$ cat config.mk
export PLATFORM = sky130hd
export DESIGN_NAME = mf_peak_trigger
export DESIGN_NICKNAME = d
export VERILOG_FILES = /design/src/rtl/mf_peak_trigger_pkg.sv /design/src/rtl/ssr_abs_max.sv /design/src/rtl/mf_peak_trigger.sv
export SDC_FILE = /design/constraint.sdc
export NUM_CORES = 1
export LEC_CHECK = 0
export CAP_MARGIN = 30
export CORE_UTILIZATION = 60
export CTS_CLUSTER_DIAMETER = 150
export CTS_CLUSTER_SIZE = 24
export DETAILED_ROUTE_END_ITERATION = 12
export HOLD_SLACK_MARGIN = 0.15
export PLACE_DENSITY = 0.83
export SLEW_MARGIN = 20
export SYNTH_ARGS = -nofsm -noshare
export SYNTH_HDL_FRONTEND = slang
export SYNTH_SLANG_ARGS = --single-unit
$ cat constraint.sdc
create_clock -name aclk -period 25.5 [get_ports aclk]
set_clock_uncertainty 0.1 [all_clocks]
set_input_delay 2.55 -clock aclk [delete_from_list [all_inputs] [get_ports aclk]]
set_output_delay 2.55 -clock aclk [all_outputs]
set_load 0.02 [all_outputs]
$ cat src/rtl/mf_peak_trigger_pkg.sv
// Shared types and constants for the matched-filter peak trigger.
// The record layout is sized by the default sample geometry below.
package mf_peak_trigger_pkg;

    localparam int unsigned MF_NBITS  = 18;
    localparam int unsigned MF_NSAMPS = 8;
    localparam int unsigned MF_IDX_W  = 3;
    localparam int unsigned MF_POS_W  = 6;

    typedef enum logic [2:0] {
        StIdle,
        StArmed,
        StPeak,
        StReport,
        StHoldoff
    } state_e;

    typedef struct packed {
        logic [31:0]         tstamp;
        logic [MF_IDX_W-1:0] index;
        logic [MF_NBITS-1:0] peak;
        logic [MF_POS_W-1:0] pos;
    } rec_t;

    function automatic logic [15:0] sat_inc16(input logic [15:0] v);
        return (v == 16'hFFFF) ? v : v + 16'd1;
    endfunction

endpackage

$ cat src/rtl/ssr_abs_max.sv
// Two-stage SSR lane reducer: S1 magnitudes, S2 threshold flag, first index,
// beat maximum and the lowest lane index attaining that maximum.
module ssr_abs_max #(
    parameter int unsigned NBITS  = 18,
    parameter int unsigned NSAMPS = 8,
    parameter int unsigned IDX_W  = 3
) (
    input  logic                    aclk,
    input  logic                    aresetn,
    input  logic [NBITS*NSAMPS-1:0] data_i,
    input  logic [NBITS-2:0]        thresh_i,
    input  logic [31:0]             time_i,
    output logic                    any_o,
    output logic [IDX_W-1:0]        first_idx_o,
    output logic [NBITS-1:0]        max_o,
    output logic [IDX_W-1:0]        max_idx_o,
    output logic [31:0]             time_o
);

    logic [NBITS-1:0] r_mag [NSAMPS];
    logic [31:0]      r_time1;
    logic             r_any;
    logic [IDX_W-1:0] r_first;
    logic [NBITS-1:0] r_max;
    logic [IDX_W-1:0] r_max_idx;
    logic [31:0]      r_time2;

    logic             w_any;
    logic [IDX_W-1:0] w_first;
    logic [NBITS-1:0] w_max;
    logic [IDX_W-1:0] w_max_idx;

    // Two's-complement negate in NBITS unsigned: the most negative code maps to 2^(NBITS-1).
    function automatic logic [NBITS-1:0] abs_mag(input logic [NBITS-1:0] x);
        return x[NBITS-1] ? (~x + NBITS'(1)) : x;
    endfunction

    always_ff @(posedge aclk or negedge aresetn) begin
        if (!aresetn) begin
            for (int i = 0; i < NSAMPS; i++) r_mag[i] <= '0;
            r_time1 <= '0;
        end else begin
            for (int i = 0; i < NSAMPS; i++) r_mag[i] <= abs_mag(data_i[i*NBITS +: NBITS]);
            r_time1 <= time_i;
        end
    end

    always_comb begin
        w_any     = 1'b0;
        w_first   = '0;
        w_max     = '0;
        w_max_idx = '0;
        for (int i = NSAMPS - 1; i >= 0; i--) begin
            if (r_mag[i] > {1'b0, thresh_i}) begin
                w_any   = 1'b1;
                w_first = IDX_W'(i);
            end
        end
        // Strict compare keeps the lowest lane on ties.
        for (int i = 0; i < NSAMPS; i++) begin
            if (r_mag[i] > w_max) begin
                w_max     = r_mag[i];
                w_max_idx = IDX_W'(i);
            end
        end
    end

    always_ff @(posedge aclk or negedge aresetn) begin
        if (!aresetn) begin
            r_any     <= 1'b0;
            r_first   <= '0;
            r_max     <= '0;
            r_max_idx <= '0;
            r_time2   <= '0;
        end else begin
            r_any     <= w_any;
            r_first   <= w_first;
            r_max     <= w_max;
            r_max_idx <= w_max_idx;
            r_time2   <= r_time1;
        end
    end

    assign any_o       = r_any;
    assign first_idx_o = r_first;
    assign max_o       = r_max;
    assign max_idx_o   = r_max_idx;
    assign time_o      = r_time2;

endmodule

$ cat src/rtl/mf_peak_trigger.sv
// Threshold trigger with windowed peak search, valid/ready record output,
// post-report holdoff and a saturating count of crossings missed while busy.
module mf_peak_trigger
    import mf_peak_trigger_pkg::*;
#(
    parameter int unsigned NBITS     = MF_NBITS,
    parameter int unsigned NSAMPS    = MF_NSAMPS,
    parameter int unsigned PEAK_CLKS = 4,
    parameter int unsigned HOLD_BITS = 16
) (
    input  logic                    aclk,
    input  logic                    aresetn,
    input  logic [NBITS*NSAMPS-1:0] data_i,
    input  logic                    arm_i,
    input  logic [NBITS-2:0]        thresh_i,
    input  logic [HOLD_BITS-1:0]    holdoff_i,
    output logic                    trig_valid_o,
    input  logic                    trig_ready_i,
    output logic [31:0]             trig_time_o,
    output logic [2:0]              trig_index_o,
    output logic [NBITS-1:0]        trig_peak_o,
    output logic [5:0]              trig_peak_pos_o,
    output logic [15:0]             missed_o,
    output logic                    busy_o
);

    localparam int unsigned IW    = MF_IDX_W;
    localparam int unsigned CNT_W = (PEAK_CLKS > 1) ? $clog2(PEAK_CLKS) : 1;

    state_e                r_state, w_state_d;
    logic [31:0]           r_beat;
    logic [NBITS-2:0]      r_thresh, w_thresh_d;
    logic [HOLD_BITS-1:0]  r_holdoff, w_holdoff_d;
    logic [HOLD_BITS-1:0]  r_hcnt, w_hcnt_d;
    logic [CNT_W-1:0]      r_cnt, w_cnt_d;
    logic [IW-1:0]         r_off, w_off_d;
    logic [15:0]           r_missed, w_missed_d;
    rec_t                  r_work, w_work_d;
    rec_t                  r_rec, w_rec_d;

    logic                  w_any;
    logic [IW-1:0]         w_first;
    logic [NBITS-1:0]      w_max;
    logic [IW-1:0]         w_max_idx;
    logic [31:0]           w_time;

    ssr_abs_max #(
        .NBITS  (NBITS),
        .NSAMPS (NSAMPS),
        .IDX_W  (IW)
    ) u_ssr (
        .aclk        (aclk),
        .aresetn     (aresetn),
        .data_i      (data_i),
        .thresh_i    (r_thresh),
        .time_i      (r_beat),
        .any_o       (w_any),
        .first_idx_o (w_first),
        .max_o       (w_max),
        .max_idx_o   (w_max_idx),
        .time_o      (w_time)
    );

    always_ff @(posedge aclk or negedge aresetn) begin
        if (!aresetn) begin
            r_beat    <= '0;
            r_state   <= StIdle;
            r_thresh  <= '0;
            r_holdoff <= '0;
            r_hcnt    <= '0;
            r_cnt     <= '0;
            r_off     <= '0;
            r_missed  <= '0;
            r_work    <= '0;
            r_rec     <= '0;
        end else begin
            r_beat    <= r_beat + 32'd1;
            r_state   <= w_state_d;
            r_thresh  <= w_thresh_d;
            r_holdoff <= w_holdoff_d;
            r_hcnt    <= w_hcnt_d;
            r_cnt     <= w_cnt_d;
            r_off     <= w_off_d;
            r_missed  <= w_missed_d;
            r_work    <= w_work_d;
            r_rec     <= w_rec_d;
        end
    end

    always_comb begin
        w_state_d   = r_state;
        w_thresh_d  = r_thresh;
        w_holdoff_d = r_holdoff;
        w_hcnt_d    = r_hcnt;
        w_cnt_d     = r_cnt;
        w_off_d     = r_off;
        w_missed_d  = r_missed;
        w_work_d    = r_work;
        w_rec_d     = r_rec;

        case (r_state)
            StIdle: begin
                if (arm_i) begin
                    w_thresh_d  = thresh_i;
                    w_holdoff_d = holdoff_i;
                    w_missed_d  = '0;
                    w_state_d   = StArmed;
                end
            end
            StArmed: begin
                if (!arm_i) begin
                    w_state_d = StIdle;
                end else if (w_any) begin
                    w_work_d.tstamp = w_time;
                    w_work_d.index  = w_first;
                    w_work_d.peak   = w_max;
                    w_work_d.pos    = {{(MF_POS_W - IW){1'b0}}, w_max_idx};
                    w_cnt_d         = CNT_W'(PEAK_CLKS - 1);
                    w_off_d         = IW'(1);
                    w_state_d       = (PEAK_CLKS == 1) ? StReport : StPeak;
                end
            end
            StPeak: begin
                if (w_max > r_work.peak) begin
                    w_work_d.peak = w_max;
                    w_work_d.pos  = {r_off, w_max_idx};
                end
                w_off_d = r_off + IW'(1);
                w_cnt_d = r_cnt - CNT_W'(1);
                if (r_cnt <= CNT_W'(1)) w_state_d = StReport;
            end
            StReport: begin
                if (w_any) w_missed_d = sat_inc16(r_missed);
                if (trig_ready_i) begin
                    if (r_holdoff == '0) begin
                        w_state_d = arm_i ? StArmed : StIdle;
                    end else begin
                        w_hcnt_d  = r_holdoff;
                        w_state_d = StHoldoff;
                    end
                end
            end
            StHoldoff: begin
                if (w_any) w_missed_d = sat_inc16(r_missed);
                if (r_hcnt <= HOLD_BITS'(1)) begin
                    w_state_d = arm_i ? StArmed : StIdle;
                end else begin
                    w_hcnt_d = r_hcnt - HOLD_BITS'(1);
                end
            end
            default: w_state_d = StIdle;
        endcase

        // Publish only on entry to REPORT so the outputs hold between reports.
        if (w_state_d == StReport && r_state != StReport) w_rec_d = w_work_d;
    end

    assign trig_valid_o    = (r_state == StReport);
    assign busy_o          = (r_state != StIdle) && (r_state != StArmed);
    assign trig_time_o     = r_rec.tstamp;
    assign trig_index_o    = r_rec.index;
    assign trig_peak_o     = r_rec.peak;
    assign trig_peak_pos_o = r_rec.pos;
    assign missed_o        = r_missed;

endmodule

==> run_results.csv <==
group,metric,value,unit
logic_synthesis,synth_area,25800,sq um
pwr,max-vdd-ir-drop,0.0783,mV
routing,wl_met2,33600,um
clock_network,clkSinkCount,456,
worst_hold_path,whs_endpoint,"u_ssr.time_o[22]",
worst_setup_path,crit_top_cell,"a21oi_1",
floorplan,design.core.area,42100,sq um
timing,slew_viol_final,0,
run,max-cap-violations,0,
logic_synthesis,synth_compound_area_frac,0.119,
logic_synthesis,synthAdderAreaFrac,0.142,
clock_network,cts_buffer_depth,3,
placement,dp_hpwl,54200,um
placement,port_buffers,257,
global_routing,grt_pass1_wl,109000,um
pwr,p_leak,13.7,nW
timing,post-route-period-util,0.687,
logic_synthesis,synth-simple-area-share,0.118,
clock_network,cts_tree,"done",
global_routing,grt_overflow_total,0,
layout,post_layout_nonfiller_instances,3246,
logic_synthesis,ys_ff_latch,456,
worst_setup_path,r2r_slack,7980,ps
outcome,status,"finished, final reports clean",
clock_network,clock-root-buffer,"clkbuf_16",
placement,dp_cells,3216,
timing,min_period,17520,ps
logic_synthesis,ys.flop_type,"dfrtp_1",
routing,dr_wl_met3,4050,um
clock_network,cts-resized-gates,0,
timing,fmax,0.0571,GHz
routing,met1_length,29900,um
routing,num_vias,19800,
timing,slew_headroom,0.383,
clock_network,htree_levels,1,
routing,top_layer_used,"met4",
logic_synthesis,synth_area_leaders,"dfrtp_1 (44%), ha_1 (14%), mux2_2 (7.4%)",
pwr,pwr_density_cell,115,nW/um^2
layout,drive_gt1_frac,0.0881,
worst_hold_path,hold-path-cell-count,0,
worst_setup_path,end_kind,"flop",
worst_hold_path,min-delay-start,"u_ssr.r_time1[22]",
logic_synthesis,synth-xor-area-share,0.0540,
worst_setup_path,required,25790,ps
worst_setup_path,crit_path_start_kind,"flop",
floorplan,start_util,0.612,
timing,setup_viol,0,
layout,sequential_cell_area,11400,sq um
routing,remaining_drc_errors,0,
logic_synthesis,synth_top_family_by_area,"adder cells",
clock_network,postCtsSetupRepairBufs,0,
timing,holdWs,254,ps
clock_network,path_clk_slew,90,ps
routing,vias_per_cell,6.10,
worst_setup_path,max_stage_delay,630,ps
worst_hold_path,hp-class,"flop to flop",
worst_setup_path,r2r_end,"u_ssr.max_o[8]",
routing,routedWlPerCell,21.7,um
layout,final_common_cell,"dfrtp_1",
logic_synthesis,synth_fp_nets,2931,
timing,hold_violations,0,
global_routing,grtUsageTotal,0.319,
timing,worst_pin_slew,926,ps
pwr,fin_total_pwr,3.40,mW
routing,drtIter0Drc,1527,
clock_network,numCtsBuffers,22,
logic_synthesis,synth_warnings,0,
worst_setup_path,crit_fanout,42,
layout,final_nets,3177,
layout,multi_input_area,13500,sq um
floorplan,die-height,209,um
logic_synthesis,synth_cells,2458,
routing,wl,70300,um
clock_network,cts_hold_buf,0,
timing,tns,0,ps
logic_synthesis,synth_top_area_frac,0.443,
worst_setup_path,critPathSlowestCell,"nor2_2",
placement,gp_congestion,1.00,
logic_synthesis,async_reset_ff_frac,1.00,
logic_synthesis,yosysTopAreaCell,"dfrtp_1",
floorplan,ios,258,
routing,ant_nets,0,
logic_synthesis,ys_seq_area_frac,0.443,
logic_synthesis,synth_cell_type_count,68,
global_routing,antenna_found_initial,1,
clock_network,clock_latency,580,ps
floorplan,die_w,209,um
timing,rsz0062_at_grt,"no",
worst_setup_path,r2r-start,"u_ssr.r_mag[130]",
layout,fillerInstances,3019,
floorplan,die_area,43800,sq um
routing,dr.pass1.iters,5,
global_routing,grt_max_degree,117,
global_routing,grt_pass1_vias,19900,
worst_setup_path,arrival,17810,ps
worst_setup_path,worstSetupPathType,"flop to flop",
logic_synthesis,avgSynthCellArea,10.5,sq um
logic_synthesis,synth.area.mux_share,0.0886,
floorplan,rows,75,
layout,mostFrequentLayoutCells,"dfrtp_1 (456), ha_1 (292), clkdlybuf4s50_1 (256)",
logic_synthesis,synth_edf_count,0,
layout,area_growth,15.0,%
worst_setup_path,r2r_cells,80,
[flip-flops by register name (all words and copies together) (netlist names), 2 cells and up]
register           cells
u_ssr.r_mag          144
r_work                59
r_beat                32
trig_time_o           32
u_ssr.r_time1         32
u_ssr.time_o          32
trig_peak_o           18
u_ssr.max_o           18
r_thresh              17
missed_o              16
r_hcnt                16
r_holdoff             16
trig_peak_pos_o        6
r_off                  3
r_state                3
trig_index_o           3
u_ssr.first_idx_o      3
u_ssr.max_idx_o        3
r_cnt                  2
[final cells by class]
type	instances	area share
multi-input combinational	1757	0.455
sequential	456	0.385
timing repair buffer	280	0.0944
inverter	187	0.0237
tap	539	0.0227
clock buffer	22	0.0186
clock inverter	1	0.000548
antenna	4	0.000338
[how the worst max path moves through the flow]
stage / startpoint / end / slack (ps) / cells after the start
final: u_ssr.r_mag[130] / u_ssr.max_o[8] / 7980 / 80
after global routing: u_ssr.r_mag[130] / u_ssr.max_o[10] / 6480 / 81
after CTS: u_ssr.r_mag[130] / u_ssr.max_o[10] / 8160 / 80
after detailed placement: u_ssr.r_mag[130] / u_ssr.max_o[8] / 8200 / 80
after global placement: u_ssr.r_mag[130] / u_ssr.max_o[10] / 8000 / 79
after floorplan: u_ssr.r_mag[113] / u_ssr.max_o[10] / 9810 / 83
[power by group]
| part | total (mW) | leakage, nW | internal, mW | switching [mW] |
|---|---|---|---|---|
| Sequential | 0.984 | 5.70 | 0.873 | 0.111 |
| Clock | 0.374 | 0.278 | 0.156 | 0.218 |
| Combinational | 2.04 | 7.76 | 0.887 | 1.16 |
[layer usage]
layer  vias up  global-route usage
li1       9251                   -
met1      9727               0.427
met2       659               0.540
met3       148              0.0331
met4         0               0.119
met5         -                   0
[stage by stage]
step | area [sq um] | utilization | setup WS (ps)
after floorplan | 25800 | - | 9810
after global placement | 29000 | 0.688 | 8000
after detailed placement | 29000 | 0.689 | 8200
after CTS | 29600 | 0.702 | 8160
after global routing | 29600 | 0.704 | 6480
final | 29700 | 0.704 | 7980
[synthesized netlist by cell type (all sizes together), types with 14 or more instances]
| library cell | n |
|---|---|
| or4 | 14 |
| a222oi | 17 |
| ha | 292 |
| inv | 186 |
| nor2 | 121 |
| o21ai | 171 |
| nand3 | 61 |
| and4 | 14 |
| buf | 14 |
| nor2b | 35 |
| xnor2 | 137 |
| clkbuf | 44 |
| nor3 | 27 |
| o41ai | 16 |
| dfrtp | 456 |
| xor2 | 22 |
| a21oi | 125 |
| o21a | 33 |
| mux2i | 37 |
| mux2 | 170 |
| nand4 | 49 |
| nor4 | 28 |
| nand2 | 171 |
| nand2b | 32 |
| and3 | 18 |
| o31ai | 26 |
| a21o | 47 |
[cells by family after synthesis]
group	after synthesis
AO/OA/AOI/OAI	493
XOR/XNOR	159
adder cells (fa/ha/maj)	292
buffers and inverters	245
flip-flops	456
multiplexers	207
AND/OR/NAND/NOR	606
[critical path, delay by kind of cell (launching register included)]
kind                       cells  cell delay (ps)
buffers and inverters         10             1980
DFF                            1              420
muxes                          4             1400
AOI/OAI and AO/OA             32             6120
and+or+nand+nor               27             5170
adders and majority gates      7             2120
(Power assumes the default switching activity.)
